==> src/rtl/pipeline_controller.sv <==
`default_nettype none
// ============================================================================
// Module   : pipeline_controller
// Purpose  : Sequencing controller for the pipelined MIPS datapath. Decides
//            each cycle which pipeline latches (IF/ID, ID/EX, EX/MEM, MEM/WB)
//            and the PC advance, hold or flush. It also inserts load-use
//            bubbles, drains the pipeline on halt and counts stall cycles.
// Ports    : CLK, nRST             clock, asynchronous active-low reset
//            ihit, dhit, mem_req   cache handshake
//            hazard_dec/ex         load-use bubble requests (2 / 1 bubbles)
//            branch_ex, halt_mem   taken branch in EX, halt in MEM
//            pc_en, *_en, *_flush  latch control (combinational)
//            halt                  sticky halted flag
//            stall_count           RUN cycles with pc_en low (saturating)
// Revision : 1.0 - initial release
// ============================================================================
module pipeline_controller #(
    parameter int CNTW = 32
) (
    input  logic            CLK,
    input  logic            nRST,
    input  logic            ihit,
    input  logic            dhit,
    input  logic            mem_req,
    input  logic            hazard_dec,
    input  logic            hazard_ex,
    input  logic            branch_ex,
    input  logic            halt_mem,
    output logic            pc_en,
    output logic            fd_en,
    output logic            de_en,
    output logic            em_en,
    output logic            mw_en,
    output logic            fd_flush,
    output logic            de_flush,
    output logic            em_flush,
    output logic            halt,
    output logic [CNTW-1:0] stall_count
);

    typedef enum logic [1:0] {
        RUN    = 2'd0,
        DRAIN  = 2'd1,
        HALTED = 2'd2
    } state_t;

    state_t      state, state_next;
    logic [1:0]  bub_cnt, bub_cnt_next;
    logic        advance;

    // Ungated control; the outputs are forced low while reset is asserted.
    logic pc_c, fd_c, de_c, em_c, mw_c, fdf_c, def_c, emf_c;

    assign advance = ihit & ~(mem_req & ~dhit);

    always_ff @(posedge CLK or negedge nRST) begin
        if (!nRST) begin
            state       <= RUN;
            bub_cnt     <= 2'd0;
            stall_count <= '0;
        end else begin
            state   <= state_next;
            bub_cnt <= bub_cnt_next;
            if ((state == RUN) && !pc_c && (stall_count != {CNTW{1'b1}}))
                stall_count <= stall_count + CNTW'(1);
        end
    end

    always_comb begin
        state_next   = state;
        bub_cnt_next = bub_cnt;
        pc_c  = 1'b0;
        fd_c  = 1'b0;
        de_c  = 1'b0;
        em_c  = 1'b0;
        mw_c  = 1'b0;
        fdf_c = 1'b0;
        def_c = 1'b0;
        emf_c = 1'b0;
        unique case (state)
            RUN: begin
                if (!advance) begin
                    // Memory op finished while fetch still waits: retire it and
                    // clear EX/MEM so the access is not issued a second time.
                    if (dhit && !ihit) begin
                        mw_c  = 1'b1;
                        em_c  = 1'b1;
                        emf_c = 1'b1;
                    end
                end else if (halt_mem) begin
                    fd_c  = 1'b1;
                    de_c  = 1'b1;
                    em_c  = 1'b1;
                    mw_c  = 1'b1;
                    fdf_c = 1'b1;
                    def_c = 1'b1;
                    emf_c = 1'b1;
                    state_next   = DRAIN;
                    bub_cnt_next = 2'd0;
                end else if (branch_ex) begin
                    // Wrong-path squash also cancels any pending bubble.
                    pc_c  = 1'b1;
                    fd_c  = 1'b1;
                    de_c  = 1'b1;
                    em_c  = 1'b1;
                    mw_c  = 1'b1;
                    fdf_c = 1'b1;
                    def_c = 1'b1;
                    bub_cnt_next = 2'd0;
                end else if ((bub_cnt != 2'd0) || hazard_dec || hazard_ex) begin
                    de_c  = 1'b1;
                    def_c = 1'b1;
                    em_c  = 1'b1;
                    mw_c  = 1'b1;
                    // bub_cnt counts bubbles still owed after this one.
                    if (bub_cnt != 2'd0)
                        bub_cnt_next = bub_cnt - 2'd1;
                    else if (hazard_dec)
                        bub_cnt_next = 2'd1;
                    else
                        bub_cnt_next = 2'd0;
                end else begin
                    pc_c = 1'b1;
                    fd_c = 1'b1;
                    de_c = 1'b1;
                    em_c = 1'b1;
                    mw_c = 1'b1;
                end
            end
            DRAIN: begin
                mw_c       = 1'b1;
                state_next = HALTED;
            end
            HALTED: begin
                state_next = HALTED;
            end
            default: begin
                state_next = RUN;
            end
        endcase
    end

    assign pc_en    = pc_c  & nRST;
    assign fd_en    = fd_c  & nRST;
    assign de_en    = de_c  & nRST;
    assign em_en    = em_c  & nRST;
    assign mw_en    = mw_c  & nRST;
    assign fd_flush = fdf_c & nRST;
    assign de_flush = def_c & nRST;
    assign em_flush = emf_c & nRST;
    assign halt     = (state == HALTED);

endmodule
`default_nettype wire

==> config.mk <==
export PLATFORM = sky130hd
export DESIGN_NAME = pipeline_controller
export DESIGN_NICKNAME = d
export VERILOG_FILES = /design/src/rtl/pipeline_controller.sv
export SDC_FILE = /design/constraint.sdc
export NUM_CORES = 1
export LEC_CHECK = 0
export CAP_MARGIN = 10
export CORE_MARGIN = 3
export CORE_UTILIZATION = 44
export CTS_CLUSTER_SIZE = 25
export DETAILED_ROUTE_END_ITERATION = 7
export PLACE_DENSITY = 0.72
export SYNTH_ARGS = -nofsm -noshare
export SYNTH_HDL_FRONTEND = slang
export SYNTH_SLANG_ARGS = --single-unit
==> constraint.sdc <==
create_clock -name CLK -period 2.5 [get_ports CLK]
set_clock_uncertainty 0.1 [all_clocks]
set_input_delay 0.25 -clock CLK [delete_from_list [all_inputs] [get_ports CLK]]
set_output_delay 0.25 -clock CLK [all_outputs]
set_load 0.01 [all_outputs]
# --- Yosys cells after proc, flatten, opt, wreduce, memory -nomap -nowiden ---
# Index checks and enable logic that the tools add are counted.
totals:
  reg_bits: 36
  inputBits: 9
  out_inout_bits: 41
  word_cells: 69
op_classes:
  n_reduce_logical: 13
  add_sub_neg: 2
  n_mux: 34
  n_eq_ne: 5
  bitwise: 12
op_table:
  columns: ["op", "count"]
  rows:
  - ["$add A32 B1 Y32 const B", 1]
  - ["$ne A32 B32 Y1 const B", 1]
  - ["$mux W1", 26]
  - ["$mux W2", 6]
  - ["$and A1 B1 Y1", 10]
  - ["$ne A2 B2 Y1 const B", 2]
  - ["$pmux W2 S2", 1]
  - ["$logic_and A1 B1 Y1", 3]
  - ["$reduce_and A3 Y1", 1]
  - ["$reduce_bool A3 Y1", 1]
  - ["$eq A2 B1 Y1 const B", 1]
  - ["$eq A2 B2 Y1 const B", 1]
  - ["$logic_not A1 Y1", 2]
  - ["$logic_not A2 Y1", 1]
  - ["$logic_or A1 B1 Y1", 2]
  - ["$not A1 Y1", 2]
  - ["$pmux W1 S2", 1]
  - ["$reduce_and A2 Y1", 1]
  - ["$reduce_bool A2 Y1", 1]
  - ["$reduce_or A2 Y1", 1]
  - ["$sub A2 B1 Y2 const B", 1]

# --- Longest topological paths before layout ---
logic_depth:
  word_depth: 11
  mapped_depth: 8
  mapped_depth_nobuf: 6

# --- Worst setup path after synthesis ---
# No wires, ideal clock.
synth_timing:
  kind: "flip-flop to flip-flop"
  from: "register stall_count[0]"
  to: "register stall_count[1]"
  arrival_ps: 1787
  stages_incl_launch_ff: 8
  setup_ps: 125
  setup_slack_ps: 488
  n_path_buf: 1
  synth_period_minus_slack_ps: 2012
  t_required_ps: 2275
  cell_sequence: "dfrtp_1 ha_1 nand4_2 nor4_2 and3b_1 buf_4 nor2_1 mux2_4"
synth_via:
  elab_chain_cells: 2
  elab_cells_between_ends: 3
  cone_classes: "add/sub (1); eq/ne (1); reduce/logical (1)"
synth_lines:
  columns: ["item", "line_no", "text"]
  rows:
  - ["from (decl)", "38", "output logic [CNTW-1:0] stall_count"]
  - ["from (signal assigned)", "65", "stall_count <= stall_count + CNTW'(1);"]
  - ["parallel branches: the longest is 2 deep, another holds $add A32 B1 Y32", null, null]
# Several ways; the timed one is not identified.
# A chain may end at the register's enable or synchronous reset.

# --- Worst setup path after layout ---
layout_timing:
  from: "input dhit"
  to: "output de_flush"
layout_via:
  elab_chain_cells: 7
layout_lines:
  columns: ["item", "line_no", "text"]
  rows:
  - ["from (decl)", "23", "input logic dhit,"]
  - ["$not A1 Y1", "54", "assign advance = ihit & ~(mem_req & ~dhit);"]
  - ["$and A1 B1 Y1", "54", null]
  - ["$not A1 Y1", "54", null]
  - ["$and A1 B1 Y1", "54", null]
  - ["$mux W1", "82", "if (!advance) begin"]
  - ["$mux W1", "80", "unique case (state)"]
  - ["$and A1 B1 Y1", "149", "assign de_flush = def_c & nRST;"]
  - ["to (decl)", "35", "output logic de_flush,"]
# Every way passes these cells.

==> flow_summary.toml <==
[finish]
num-nets-final = 264
layout_common_cells = "clkdlybuf4s50_1, dfrtp_1, xor2_1"
multiInputGateArea_mm2 = 0.00106
ff_latch_area_um2 = 901
n_antenna_cell = 0
utilization = 0.622
stdcell_area_mm2 = 0.00275
drive_gt1_frac = 0.143
layout_commonest_cell = "clkdlybuf4s50_1"
fillers = 387
syn_to_final_growth_pct = 34.8
fin_cells = 303

[route]
vias = 1636
ant_nets = 0
wl_per_cell_um = 14.8
postRouteWirelength_um = 4490
viasPerCell = 5.40
first_pass_iters = 4
drc = 0
drt-initial-drc-count = 110

[clocking]
cts_hold_buffers = 1
clkSlewWorstSetupHoldPaths_ps = 60
cts_buffers = 5
insertion_delay_ps = 300
cts_root_buf = "clkbuf_8"
cts_setup_buffers = 0
cts_sinks = 36
cts_tree = "done"
cts_resized = 0
htree_levels = 2
ctsLongestPathBuffers = 2

[synth]
synth_compound_area_frac = 0.0362
synth_xor_area_frac = 0.133
yosys.area_share.adder = 0.0307
post_synth.cell_area_avg_um2 = 10.6
syn_area_mm2 = 0.00204
yosysSeqAreaShare = 0.442
synth_top_family_by_area = "simple AND/OR/NAND/NOR gates"
netlist_instances = 192
ys.warnings.count = 0
ys_seq_elements = 36
synthMuxAreaShare = 0.0184
yosys.area_share.simple = 0.303
syn_nets = 206
synth.distinct_cells = 40

[setup_path]
worstSetupPathType = "primary input to output port"
path_max_fanout = 5
crit_path_end_kind = "output port"
crit_path_start_kind = "primary input"
cp.arrival_ps = 1950
crit_required_ps = 2150

[sta]
tightest_slew_ps = 477
layout_min_cycle_time_ps = 2300
final_hold_viol_count = 0
rsz0062_at_grt = "no"
finalSetupTns_ps = 0
worst_slack_ps = 203
max_slew_margin = 0.681
setup-violations-final = 0
hold_slack_ps = 218
clock.fmax_ghz = 0.435
maxSlewViolCount = 0
finalCritPeriodShare = 0.919

[placement]
port_buffers = 49
dp.cells = 294
place_area_mm2 = 0.00261
gp_congestion = 0.780
dpl_worst_slack_ps = 200
dpl.hpwl_um = 3330

[pwr]
irDropWorstVdd_v = 0.000462
p_int_mw = 1.33
clkPwrFrac = 0.289
p_sw_uw = 618
switching_share = 0.317
powerDensity_mw_per_mm2 = 710
finalPower_mw = 1.95
seqPwrFrac = 0.394
p_comb_frac = 0.316
p_leak_nw = 1.28

[floorplanning]
pin_count = 50
die_h_um = 74.0
die_x_um = 74.0
core_area_mm2 = 0.00441
initial_core_util = 0.461
rows = 24
dieArea_mm2 = 0.00548

[grt]
grt_start_max_net_pins = 35
antenna_found_initial = 0
grt_overflow = 0
grt_pass1_wl_um = 7670
grt_pass1_vias = 1609
grt_usage = 0.184

[flow_run]
max_cap_violations = 0

[min_path]
min_path_type = "primary input to async pin"

[outcome]
status = "finished, final reports clean"
[per-layer routing]
| layer | share of wire | up-vias | track usage | routed length, um |
|---|---|---|---|---|
| met2 | 0.48 | 31 | 0.287 | 2130 |
| met1 | 0.46 | 804 | 0.240 | 2060 |
| met4 | 0.017 | 0 | 0.0604 | 78 |
| met3 | 0.049 | 8 | 0.0608 | 220 |
| met5 | 0 | - | 0 | 0 |
| li1 | - | 793 | - | - |
[cells by family (layout without fill, tap and decap cells)]
group | count (synthesis) | in the layout
xor gates and xnor gates | 31 | 31
muxes | 3 | 3
and+or+nand+nor | 94 | 94
DFF | 36 | 36
AOI/OAI and AO/OA | 9 | 9
adders and majority gates | 5 | 5
buffers and inverters | 14 | 73
[state kept, by name (all words and copies together) (netlist names)]
signal,cells
bub_cnt,2
state,2
stall_count,32
[final cells by class]
class / instances / area share
clock inverter: 1 / 0.0109
tap: 52 / 0.0237
sequential: 36 / 0.328
inverter: 8 / 0.0109
multi-input combinational: 142 / 0.387
timing repair buffer: 57 / 0.204
clock buffer: 7 / 0.0351
[power groups by stage]
stage                     Clock, mW  Sequential [mW]  Combinational (mW)
after floorplan                   0            0.782               0.323
after global placement            0            0.775               0.610
after detailed placement          0            0.774               0.624
after CTS                     0.570            0.766               0.629
after global routing          0.607            0.778               0.682
final                         0.565            0.769               0.617
[cell usage after synthesis (all sizes together)]
| cell | count | area, um2 |
|---|---|---|
| o2111ai | 1 | 26.3 |
| and4 | 1 | 8.76 |
| nor2 | 12 | 45.0 |
| o21ai | 2 | 10.0 |
| nor3 | 20 | 105 |
| dfrtp | 36 | 901 |
| a21boi | 1 | 7.51 |
| nand2 | 15 | 56.3 |
| buf | 5 | 38.8 |
| nor4b | 5 | 75.1 |
| and2 | 1 | 6.26 |
| o211ai | 1 | 7.51 |
| nand3 | 9 | 50.1 |
| xor2 | 28 | 245 |
| nor4 | 6 | 77.6 |
| nor3b | 3 | 32.5 |
| and3 | 2 | 12.5 |
| nand4 | 14 | 109 |
| a21oi | 3 | 15.0 |
| inv | 8 | 30.0 |
| nand2b | 1 | 6.26 |
| clkbuf | 1 | 3.75 |
| a21o | 1 | 7.51 |
| or2 | 1 | 6.26 |
| and3b | 1 | 8.76 |
| xnor2 | 3 | 26.3 |
| mux2 | 3 | 37.5 |
| ha | 5 | 62.6 |
| nor2b | 3 | 18.8 |
[worst max-delay path, stage by stage]
cell and delay [ps]:
clkdlybuf4s50_1 470, nand2b_1 160, and2_1 190, nand3_1 170, a21oi_1 150, clkdlybuf4s50_1 550
[final timing paths]
path / from / endpoint / slack [ps] / cells past startpoint
setup / recovery: dhit / de_flush / 200 / 6
hold / removal: nRST / state[0] / 220 / 2
setup reg to reg: stall_count[0] / stall_count[1] / 320 / 6
hold reg to reg: stall_count[22] / stall_count[22] / 390 / 1
max in group asynchronous: nRST / stall_count[4] / 1440 / 3
min in group CLK: stall_count[22] / stall_count[22] / 390 / 1
No activity file was read; power rests on OpenSTA's default activity.
